## src/rtl/des_key_schedule.sv

```systemverilog
// Iterative DES key schedule: loads a key through PC-1, then steps the C/D halves
// one round per consumer handshake and presents PC-2(C,D) as the current subkey.
module des_key_schedule (
    input  logic        clk_i,
    input  logic        rst_n_i,
    input  logic [1:64] key_i,
    input  logic        decrypt_i,
    input  logic        start_i,
    input  logic        next_i,
    output logic [1:48] subkey_o,
    output logic [4:0]  round_o,
    output logic        valid_o,
    output logic        busy_o,
    output logic        done_o
);

    typedef enum logic {IDLE, ACTIVE} state_t;

    localparam int PC1 [56] = '{
        57, 49, 41, 33, 25, 17,  9,
         1, 58, 50, 42, 34, 26, 18,
        10,  2, 59, 51, 43, 35, 27,
        19, 11,  3, 60, 52, 44, 36,
        63, 55, 47, 39, 31, 23, 15,
         7, 62, 54, 46, 38, 30, 22,
        14,  6, 61, 53, 45, 37, 29,
        21, 13,  5, 28, 20, 12,  4
    };

    localparam int PC2 [48] = '{
        14, 17, 11, 24,  1,  5,
         3, 28, 15,  6, 21, 10,
        23, 19, 12,  4, 26,  8,
        16,  7, 27, 20, 13,  2,
        41, 52, 31, 37, 47, 55,
        30, 40, 51, 45, 33, 48,
        44, 49, 39, 56, 34, 53,
        46, 42, 50, 36, 29, 32
    };

    function automatic logic [1:56] pc1(input logic [1:64] k);
        logic [1:56] r;
        for (int i = 0; i < 56; i++) r[i+1] = k[PC1[i]];
        return r;
    endfunction

    function automatic logic [1:48] pc2(input logic [1:28] c, input logic [1:28] d);
        logic [1:56] cd;
        logic [1:48] r;
        cd = {c, d};
        for (int i = 0; i < 48; i++) r[i+1] = cd[PC2[i]];
        return r;
    endfunction

    // Rounds 1, 2, 9 and 16 rotate by one position; every other round by two.
    function automatic logic double_shift(input logic [4:0] n);
        return !(n == 5'd1 || n == 5'd2 || n == 5'd9 || n == 5'd16);
    endfunction

    function automatic logic [1:28] rotl(input logic [1:28] x, input logic two);
        return two ? {x[3:28], x[1:2]} : {x[2:28], x[1]};
    endfunction

    function automatic logic [1:28] rotr(input logic [1:28] x, input logic two);
        return two ? {x[27:28], x[1:26]} : {x[28], x[1:27]};
    endfunction

    state_t      state, state_next;
    logic [1:28] c, c_next, d, d_next;
    logic [4:0]  round, round_next;
    logic        dir, dir_next;
    logic        done, done_next;
    logic [1:56] key_pc1;
    logic        last;
    logic        unused_parity;

    assign key_pc1       = pc1(key_i);
    assign unused_parity = ^{key_i[8], key_i[16], key_i[24], key_i[32],
                             key_i[40], key_i[48], key_i[56], key_i[64]};
    assign last          = dir ? (round == 5'd1) : (round == 5'd16);

    always_ff @(posedge clk_i) begin
        if (!rst_n_i) begin
            state <= IDLE;
            c     <= '0;
            d     <= '0;
            round <= '0;
            dir   <= 1'b0;
            done  <= 1'b0;
        end else begin
            state <= state_next;
            c     <= c_next;
            d     <= d_next;
            round <= round_next;
            dir   <= dir_next;
            done  <= done_next;
        end
    end

    always_comb begin
        state_next = state;
        c_next     = c;
        d_next     = d;
        round_next = round;
        dir_next   = dir;
        done_next  = 1'b0;
        case (state)
            IDLE: begin
                if (start_i) begin
                    state_next = ACTIVE;
                    dir_next   = decrypt_i;
                    // Total rotation over 16 rounds is 28, so C0/D0 already equal C16/D16.
                    if (decrypt_i) begin
                        c_next     = key_pc1[1:28];
                        d_next     = key_pc1[29:56];
                        round_next = 5'd16;
                    end else begin
                        c_next     = rotl(key_pc1[1:28], 1'b0);
                        d_next     = rotl(key_pc1[29:56], 1'b0);
                        round_next = 5'd1;
                    end
                end
            end
            ACTIVE: begin
                if (next_i) begin
                    if (last) begin
                        state_next = IDLE;
                        done_next  = 1'b1;
                    end else if (dir) begin
                        c_next     = rotr(c, double_shift(round));
                        d_next     = rotr(d, double_shift(round));
                        round_next = round - 5'd1;
                    end else begin
                        c_next     = rotl(c, double_shift(round + 5'd1));
                        d_next     = rotl(d, double_shift(round + 5'd1));
                        round_next = round + 5'd1;
                    end
                end
            end
            default: state_next = IDLE;
        endcase
    end

    assign valid_o  = (state == ACTIVE);
    assign busy_o   = valid_o;
    assign done_o   = done;
    assign subkey_o = valid_o ? pc2(c, d) : '0;
    assign round_o  = valid_o ? round : 5'd0;

endmodule

```

## config.mk

```make
export PLATFORM = sky130hd
export DESIGN_NAME = des_key_schedule
export DESIGN_NICKNAME = d
export VERILOG_FILES = /design/src/rtl/des_key_schedule.sv
export SDC_FILE = /design/constraint.sdc
export NUM_CORES = 1
export LEC_CHECK = 0
export ABC_AREA = 1
export ABC_CLOCK_PERIOD_IN_PS = 1720
export CORE_MARGIN = 2
export CORE_UTILIZATION = 48
export DETAILED_ROUTE_END_ITERATION = 6
export GPL_ROUTABILITY_DRIVEN = 0
export MAX_ROUTING_LAYER = met4
export PLACE_DENSITY = 0.76
export SLEW_MARGIN = 10
export SYNTH_ARGS = -nofsm -noshare
export SYNTH_HDL_FRONTEND = slang
export SYNTH_SLANG_ARGS = --single-unit
```

## constraint.sdc

```tcl
create_clock -name clk_i -period 1.72 [get_ports clk_i]
set_clock_uncertainty 0.05 [all_clocks]
set_input_delay 0.258 -clock clk_i [delete_from_list [all_inputs] [get_ports clk_i]]
set_output_delay 0.258 -clock clk_i [all_outputs]
set_load 0.02 [all_outputs]
```

Word-level counts from Yosys, hierarchy flattened
Index checks and enable logic that the tools add are counted.

storage, ports and cells
  word-level logic and storage cells = 59
  register bits after elaboration = 64
  input bits = 69

cells by class
  bitwise operators = 1
  muxes and demuxes = 30
  equal/unequal tests = 11
  add/sub/neg operators = 2
  reductions and logical operators = 9

operators with widths
  operator               count
  $mux W28               14
  $pmux W28 S2           2
  $mux W48               1
  $mux W5                6
  $eq A5 B1 Y1 const B   2
  $eq A5 B2 Y1 const B   2
  $eq A5 B4 Y1 const B   2
  $eq A5 B5 Y1 const B   2
  $pmux W5 S2            1
  $logic_or A1 B1 Y1     6
  $ne A2 B2 Y1 const B   3
  $reduce_and A3 Y1      2
  $add A5 B1 Y5 const B  1
  $mux W1                5
  $sub A5 B1 Y5 const B  1
  $pmux W1 S2            1
  $reduce_and A2 Y1      1
  $not A1 Y1             1

Logic depth before layout (Yosys ltp)
Gate-level depths: netlist (run 1).

  depth after elaboration = 10
  mapped depth = 16
  depth with buffers taken out = 13

Worst setup path after synthesis (run 1)
No wires, ideal clock.

  path kind = register to register
  start point = register round[0]
  end point = register c[9] (netlist name)
  clock period less this slack = 1867 ps
  cell stages (with the launch flop) = 13
  arrival time = 1698 ps
  slack = -147 ps
  cell sequence = dfxtp_1 ha_1 nand3_1 nand2_1 nand2_1 a21oi_2 buf_2 buf_2 nand3_1 nand3_1 nand2_1 nand2_1 a21oi_1

on the way
  word-level cells in the longest chain between the ends = 10
  elaborated cells on any way between the ends = 24
  those cells by class = add/sub: 1; eq/ne: 9; mux: 7; reduce/logical: 7

RTL lines
  what                                                 line  text
  start: declaration                                   70    logic [4:0] round, round_next;
  start signal: assignment                             94    round <= round_next;
  $add A5 B1 Y5                                        134   c_next = rotl(c, double_shift(round + 5'd1));
  $eq A5 B1 Y1 / $eq A5 B2 Y1 (equally long branches)  57    return !(n == 5'd1 || n == 5'd2 || n == 5'd9 || n == 5'd16);
  $logic_or A1 B1 Y1 (3 in a row)                      57
  $mux W28                                             61    return two ? {x[3:28], x[1:2]} : {x[2:28], x[1]};
  $mux W28                                             129   end else if (dir) begin
  $mux W28                                             126   if (last) begin
  $mux W28                                             125   if (next_i) begin
  $pmux W28 S2                                         107   case (state)
  end signal: assignment                               92    c <= c_next;
  end: declaration                                     69    logic [1:28] c, c_next, d, d_next;

Several ways; a longest one is shown, not always the timed one. The select of a mux whose other input is x is not followed.
A chain may end at the register's enable or synchronous reset.

Final worst setup path (run 1)
  start point = register round[1]
  end point = register c[18] (netlist name)

The elaborated chain is that of the path after synthesis.

==> results of run 1 <==
[registers in the layout, summed over array words and instances (netlist names)]
register and cells:
done_o 1, dir 1, round 5, c 28, busy_o 1, d 28
[synthesized netlist by cell type (2+ instances only)]
library cell	number	area share (%)
a21oi_1	64	5.3
o22ai_1	56	5.8
buf_4	12	1.5
inv_1	173	11
clkbuf_1	40	2.5
nand3_1	175	15
nor2_1	61	3.8
buf_6	6	1.1
xor2_1	2	0.29
o21ai_0	64	5.3
ha_1	6	1.2
inv_2	7	0.44
buf_2	30	2.5
dfxtp_1	64	21
nand4_1	2	0.21
buf_1	2	0.12
nand2_2	2	0.21
nand2_1	348	22
nor3_1	3	0.25
[power by group through the flow]
stage	Combinational [mW]	Clock [mW]	Sequential [mW]
2_1_floorplan	2.47	0	1.79
3_3_place_gp	3.33	0	1.82
3_5_place_dp	3.37	0	1.82
6_report	5.16	1.74	1.82
4_1_cts	4.30	1.75	1.80
5_1_grt	5.51	1.80	1.84
[per-stage QoR]
stage / utilization, % / instance area (sq um) / hold slack, ns
finish: 75.6 / 9190 / 0.366
detailed placement: 62.2 / 7560 / 0.479
CTS: 71.6 / 8710 / 0.360
global route: 75.6 / 9190 / 0.379
floorplan: - / 6080 / 0.364
global placement: 62.2 / 7560 / 0.472
[repair_timing]
item | 4_1_cts | 5_1_grt
endpoints found under the setup margin | 116 | 114
setup buffers | 23 | 1
pin swaps | 44 | 93
gates cloned | 12 | 6
gates resized for setup | 175 | 229
[final cells by class]
| cell class | count | area, sq um | share of cell area [%] |
|---|---|---|---|
| Sequential cell | 64 | 1300 | 14.1 |
| Inverter | 180 | 691 | 7.51 |
| Timing Repair Buffer | 207 | 2340 | 25.5 |
| Clock inverter | 4 | 20.0 | 0.218 |
| Antenna cell | 1 | 2.50 | 0.0272 |
| Tap cell | 168 | 210 | 2.29 |
| Clock buffer | 11 | 253 | 2.75 |
| Multi-Input combinational cell | 793 | 4370 | 47.6 |
[tightest hold or removal path, stage by stage]
cell     delay, ns
buf_2         0.11
buf_12        0.19
o21ai_0       0.10
a21oi_1       0.04
[layer usage]
metal | wire (um) | up-vias
li1 | - | 3841
met3 | 2800 | 179
met5 | 0 | -
met2 | 10900 | 603
met4 | 1510 | 0
met1 | 9640 | 3727
[worst max-delay path by stage]
stage / cells past startpoint / start / slack (ns) / endpoint
CTS: 13 / round[0]$_SDFFE_PN0P_ / -0.21 / d[22]$_SDFFE_PN0P_
global placement: 11 / round[2]$_SDFFE_PN0P_ / -0.13 / d[22]$_SDFFE_PN0P_
detailed placement: 10 / round[2]$_SDFFE_PN0P_ / -0.17 / c[14]$_SDFFE_PN0P_
global route: 12 / round[1]$_SDFFE_PN0P_ / -0.54 / c[18]$_SDFFE_PN0P_
finish: 12 / round[1]$_SDFFE_PN0P_ / -0.42 / c[18]$_SDFFE_PN0P_
floorplan: 5 / busy_o$_SDFF_PN0_ / 0.003 / round_o[1]
[logic make-up (layout without fill, tap and decap cells)]
family,Yosys count,in the layout,share of synthesized area [%]
xor gates and xnor gates,2,2,0.290
adders and majority gates,6,6,1.24
DFF,64,64,21.2
and+or+nand+nor,595,595,41.1
buffers and inverters,270,402,18.9
other,0,1,0
AOI/OAI and AO/OA,190,190,17.2
==> impl_metrics.yaml, run 1 <==
pwr:
  p_seq_share_pct: 20.8
  comb_power_share_pct: 59.2
  netSwitchingFraction_pct: 44.0
  p_int_mw: 4.88
  p_per_area_nw_per_um2: 948
  leakage_nw: 4.84
  switchingPower_mw: 3.84
  power_mw: 8.72
  clkPwrFrac_pct: 20.0
  ir_worst_vdd_uv: 818
global_route:
  antenna_found_initial: 0
  grt_first_pass_wirelength_mm: 35.9
  use_met1_pct: 44.7
  top_usage_layer: "met2"
  grt_max_degree: 64
  grt_use_met3_pct: 6.12
  first_global_vias: 7359
  grt_overflow: 0
  grt_use_met2_pct: 52.0
  grt_use_total_pct: 34.1
sta:
  postLayoutSetupSlackWorst_ns: -0.425
  period_minus_slack_ns: 2.14
  hold_violations: 0
  finalCritPeriodShare_pct: 125
  tightest_slew_ns: 0.713
  fmax_mhz: 466
  setup_violations: 62
  rsz0062_at_grt: "true"
  fin_tns_setup_ns: -16.96
  slew_headroom_pct: 52.5
  slew_violations: 0
place:
  dp_slack_ns: -0.172
  dp_hpwl_mm: 12.0
  port_buffers: 116
  place_inst: 1372
worst_setup_path:
  crit_chain: "inv_4, ha_4, inv_4, nor3_4, buf_4, o21ai_4, nand3_2, nand2_4, buf_6, buf_12, o21ai_0, a21oi_2"
  critPathSlowestCell: "dfxtp_4"
  r2r-end: "c[18]$_SDFFE_PN0P_"
  endpoint_kind: "flip-flop"
  crit_buf_inv: 5
  crit_family: "buffers and inverters"
  worstSetupPathType: "flip-flop to flip-flop"
  reg2regPathDepth: 12
  worst_ep_required_time_ns: 1.88
  timing.rr.start: "round[1]$_SDFFE_PN0P_"
  crit_path_max_incr_delay_ns: 0.37
  rrSetupSlack_ns: -0.42
  worstPathArrival_ns: 2.30
  worstPathMaxFanout: 12
  startpoint_type: "flip-flop"
  crit_top_cell: "inv_4"
synth:
  yosysSeqAreaShare_pct: 21.2
  yosys_warnings: 0
  synth_edf_count: 0
  avgSynthCellArea_sq_um: 5.36
  syn_area_sq_um: 6040
  yosys_register_bits: 64
  synthArstFlopShare_pct: 0
  synth.distinct_cells: 29
  synth_ff_type: "dfxtp_1"
  syn_nets: 1202
  syn_inst: 1127
clock_network:
  insertion_delay_ns: 0.34
  hold_buffers: 0
  clk_pin_slew_ns: 0.06
  numCtsBuffers: 9
  htreeDepth: 3
  cts_tree: "done"
  cts_root_buffer: "clkbuf_16"
  clock_path_buffers: 2
  cts.sinks: 64
drt:
  post_drt_wl_per_cell_um: 17.4
  route.detailed.vias_per_inst: 5.85
  drtAntennaViolNets: 0
  firstDrtPassIters: 6
  routed_wl_mm: 24.9
  vias: 8350
  drtIter0Drc: 1112
  drcViolationCount: 0
hold_path:
  worstHoldStart: "rst_n_i"
  hold_end: "c[10]$_SDFFE_PN0P_"
  hold_depth: 4
  hold_path.class: "input port to flip-flop"
cells_and_area:
  syn_to_final_growth_pct: 52.2
  layout_commonest_cell: "nand2_1"
  nNetsFinal: 1330
  n_fill_cell: 908
  final_cell_count_no_fill: 1428
  final_cell_mix: "nand2_1 (275), inv_1 (170), nand3_1 (129)"
  drive_gt1_share_pct: 26.2
die:
  coreArea_sq_um: 12200
  row_count: 40
  start_util_pct: 49.7
  die_h_um: 116
  dieArea_sq_um: 13500
  io-pin-count: 125
  dieWidth_um: 116
status:
  violations: "setup timing"
  status: "finished, violations left"
flow_run:
  cap_violations: 0
Power figures use the tool's default switching activity.
==> run 2, diff against run 1 <==
- CORE_UTILIZATION: 48 -> 35
- CTS_CLUSTER_DIAMETER: default -> 200
- PLACE_DENSITY: 0.76 -> 0.57
==> impl_metrics.yaml, run 2 (synthesized netlist as in run 1, its figures left out) <==
sta:
  finalCritPeriodShare_pct: 111
  slew_violations: 0
  setup_violations: 61
  rsz0062_at_grt: "true"
  fmax_mhz: 525
  tightest_slew_ns: 0.384
  postLayoutSetupSlackWorst_ns: -0.186
  hold_violations: 0
  slew_headroom_pct: 74.4
  hold_slack_ns: 0.290
  fin_tns_setup_ns: -8.83
  period_minus_slack_ns: 1.91
drt:
  firstDrtPassIters: 5
  drtIter0Drc: 617
  post_drt_wl_per_cell_um: 14.7
  route.detailed.vias_per_inst: 5.07
  routed_wl_mm: 21.5
  drcViolationCount: 0
  drtAntennaViolNets: 0
  vias: 7444
cells_and_area:
  nNetsFinal: 1313
  layout_commonest_cell: "nand2_1"
  final_cell_mix: "nand2_1 (335), inv_1 (170), nand3_1 (166)"
  n_fill_cell: 1784
  top_regs: "c (28), d (28), round (5)"
  drive_gt1_share_pct: 16.2
  syn_to_final_growth_pct: 42.5
  insertedDiodeCount: 0
  finish.utilization_pct: 50.4
clock_network:
  htreeDepth: 3
  cts_tree: "done"
  cts_root_buffer: "clkbuf_16"
  numCtsBuffers: 9
  insertion_delay_ns: 0.34
  clock_path_buffers: 2
  clk_pin_slew_ns: 0.06
  cts.sinks: 64
worst_setup_path:
  crit_path_max_incr_delay_ns: 0.38
  rrSetupSlack_ns: -0.19
  worst_ep_required_time_ns: 1.90
  startpoint_type: "flip-flop"
  worstSetupPathType: "flip-flop to flip-flop"
  worstPathArrival_ns: 2.09
  reg2regPathDepth: 11
  endpoint_kind: "flip-flop"
  critPathSlowestCell: "dfxtp_4"
  crit_chain: "inv_4, ha_2, inv_4, nor3_4, o21ai_2, nand3_2, nand2_8, buf_12, clkbuf_16, o21ai_0, a21oi_2"
  r2r-end: "c[6]$_SDFFE_PN0P_"
  timing.rr.start: "round[1]$_SDFFE_PN0P_"
  worstPathMaxFanout: 10
  crit_top_cell: "inv_4"
die:
  coreArea_sq_um: 17100
  io-pin-count: 125
  row_count: 48
  die_h_um: 135
  dieWidth_um: 135
  start_util_pct: 35.4
  dieArea_sq_um: 18300
status:
  status: "finished, violations left"
  violations: "setup timing"
global_route:
  grt_use_total_pct: 21.7
  antenna_found_initial: 0
  first_global_vias: 6579
  grt_overflow: 0
  use_met1_pct: 30.2
  grt_use_met2_pct: 33.5
  top_usage_layer: "met2"
  grt_max_degree: 61
  grt_first_pass_wirelength_mm: 32.1
  grt_use_met3_pct: 3.11
hold_path:
  hold_path.class: "input port to flip-flop"
  worstHoldStart: "rst_n_i"
  hold_depth: 3
  hold_end: "dir$_SDFFE_PN0P_"
place:
  port_buffers: 116
  dp_hpwl_mm: 12.9
flow_run:
  cap_violations: 0
pwr:
  leakage_nw: 4.59
  p_per_area_nw_per_um2: 910
  power_mw: 7.83
  ir_worst_vdd_uv: 621
-- run 2: changes by cell type in the layout (fill, tap and decap cells not counted), moves of 12 or more --
cell	delta
clkbuf_2	-23
dlygate4sd2_1	+12
nand2_1	+60
nand2_2	-46
nand2_4	-14
nand3_1	+37
nand3_2	-33
-- run 2: cell type report --
type	count	area, sq um	share of cell area [%]
multi-input cells	793	3890	45.2
repair buffers	190	2120	24.6
clock inverters	5	53.8	0.625
flip-flops and latches	64	1300	15.1
clock buffers	11	254	2.95
inverters	180	706	8.20
well taps	225	282	3.27
-- run 2: critical path: cells and delay by family (launching register included) --
family	cells	cell delay, ns
buffers and inverters	4	0.44
AND/OR/NAND/NOR	3	0.39
flip-flops	1	0.38
AO/OA/AOI/OAI	3	0.35
adder cells (fa/ha/maj)	1	0.18
-- run 2: what timing repair did --
item                                    4_1_cts  5_1_grt
pin swaps                                     0       10
hold buffers                                  0        0
endpoints found under the setup margin      116      114
gates resized for setup                      91      133
buffers inserted                              0        7
gates cloned                                  0       16
-- run 2: how the worst max path moves through the flow --
stage | from | to | slack, ns | cells past startpoint
after detailed placement | round[1]$_SDFFE_PN0P_ | c[26]$_SDFFE_PN0P_ | -0.19 | 12
after CTS | round[1]$_SDFFE_PN0P_ | c[25]$_SDFFE_PN0P_ | -0.15 | 13
after floorplan | busy_o$_SDFF_PN0_ | round_o[1] | 0.003 | 5
after global placement | round[2]$_SDFFE_PN0P_ | d[27]$_SDFFE_PN0P_ | -0.17 | 10
final | round[1]$_SDFFE_PN0P_ | c[6]$_SDFFE_PN0P_ | -0.19 | 11
after global routing | round[1]$_SDFFE_PN0P_ | c[27]$_SDFFE_PN0P_ | -0.32 | 13
-- run 2: layer usage --
layer	wire length, um	share of wire [%]
met1	10400	48
met2	9610	45
met5	0	0
met3	1290	6.0
met4	259	1.2
-- run 2: per-stage QoR --
stage               instance area (sq um)  cells  setup slack (ns)
floorplan                            6080   1127           0.00284
global placement                     7650   1429            -0.171
detailed placement                   7650   1429            -0.191
CTS                                  7950   1445            -0.148
global route                         8600   1468            -0.322
finish                               8600   1468            -0.186
-- run 2: report_power, final --
group / switching, mW / total [mW] / internal, mW
clock: 0.743 / 1.95 / 1.21
sequential: 0.152 / 1.81 / 1.66
combinational: 2.37 / 4.07 / 1.70
total: 3.26 / 7.83 / 4.57
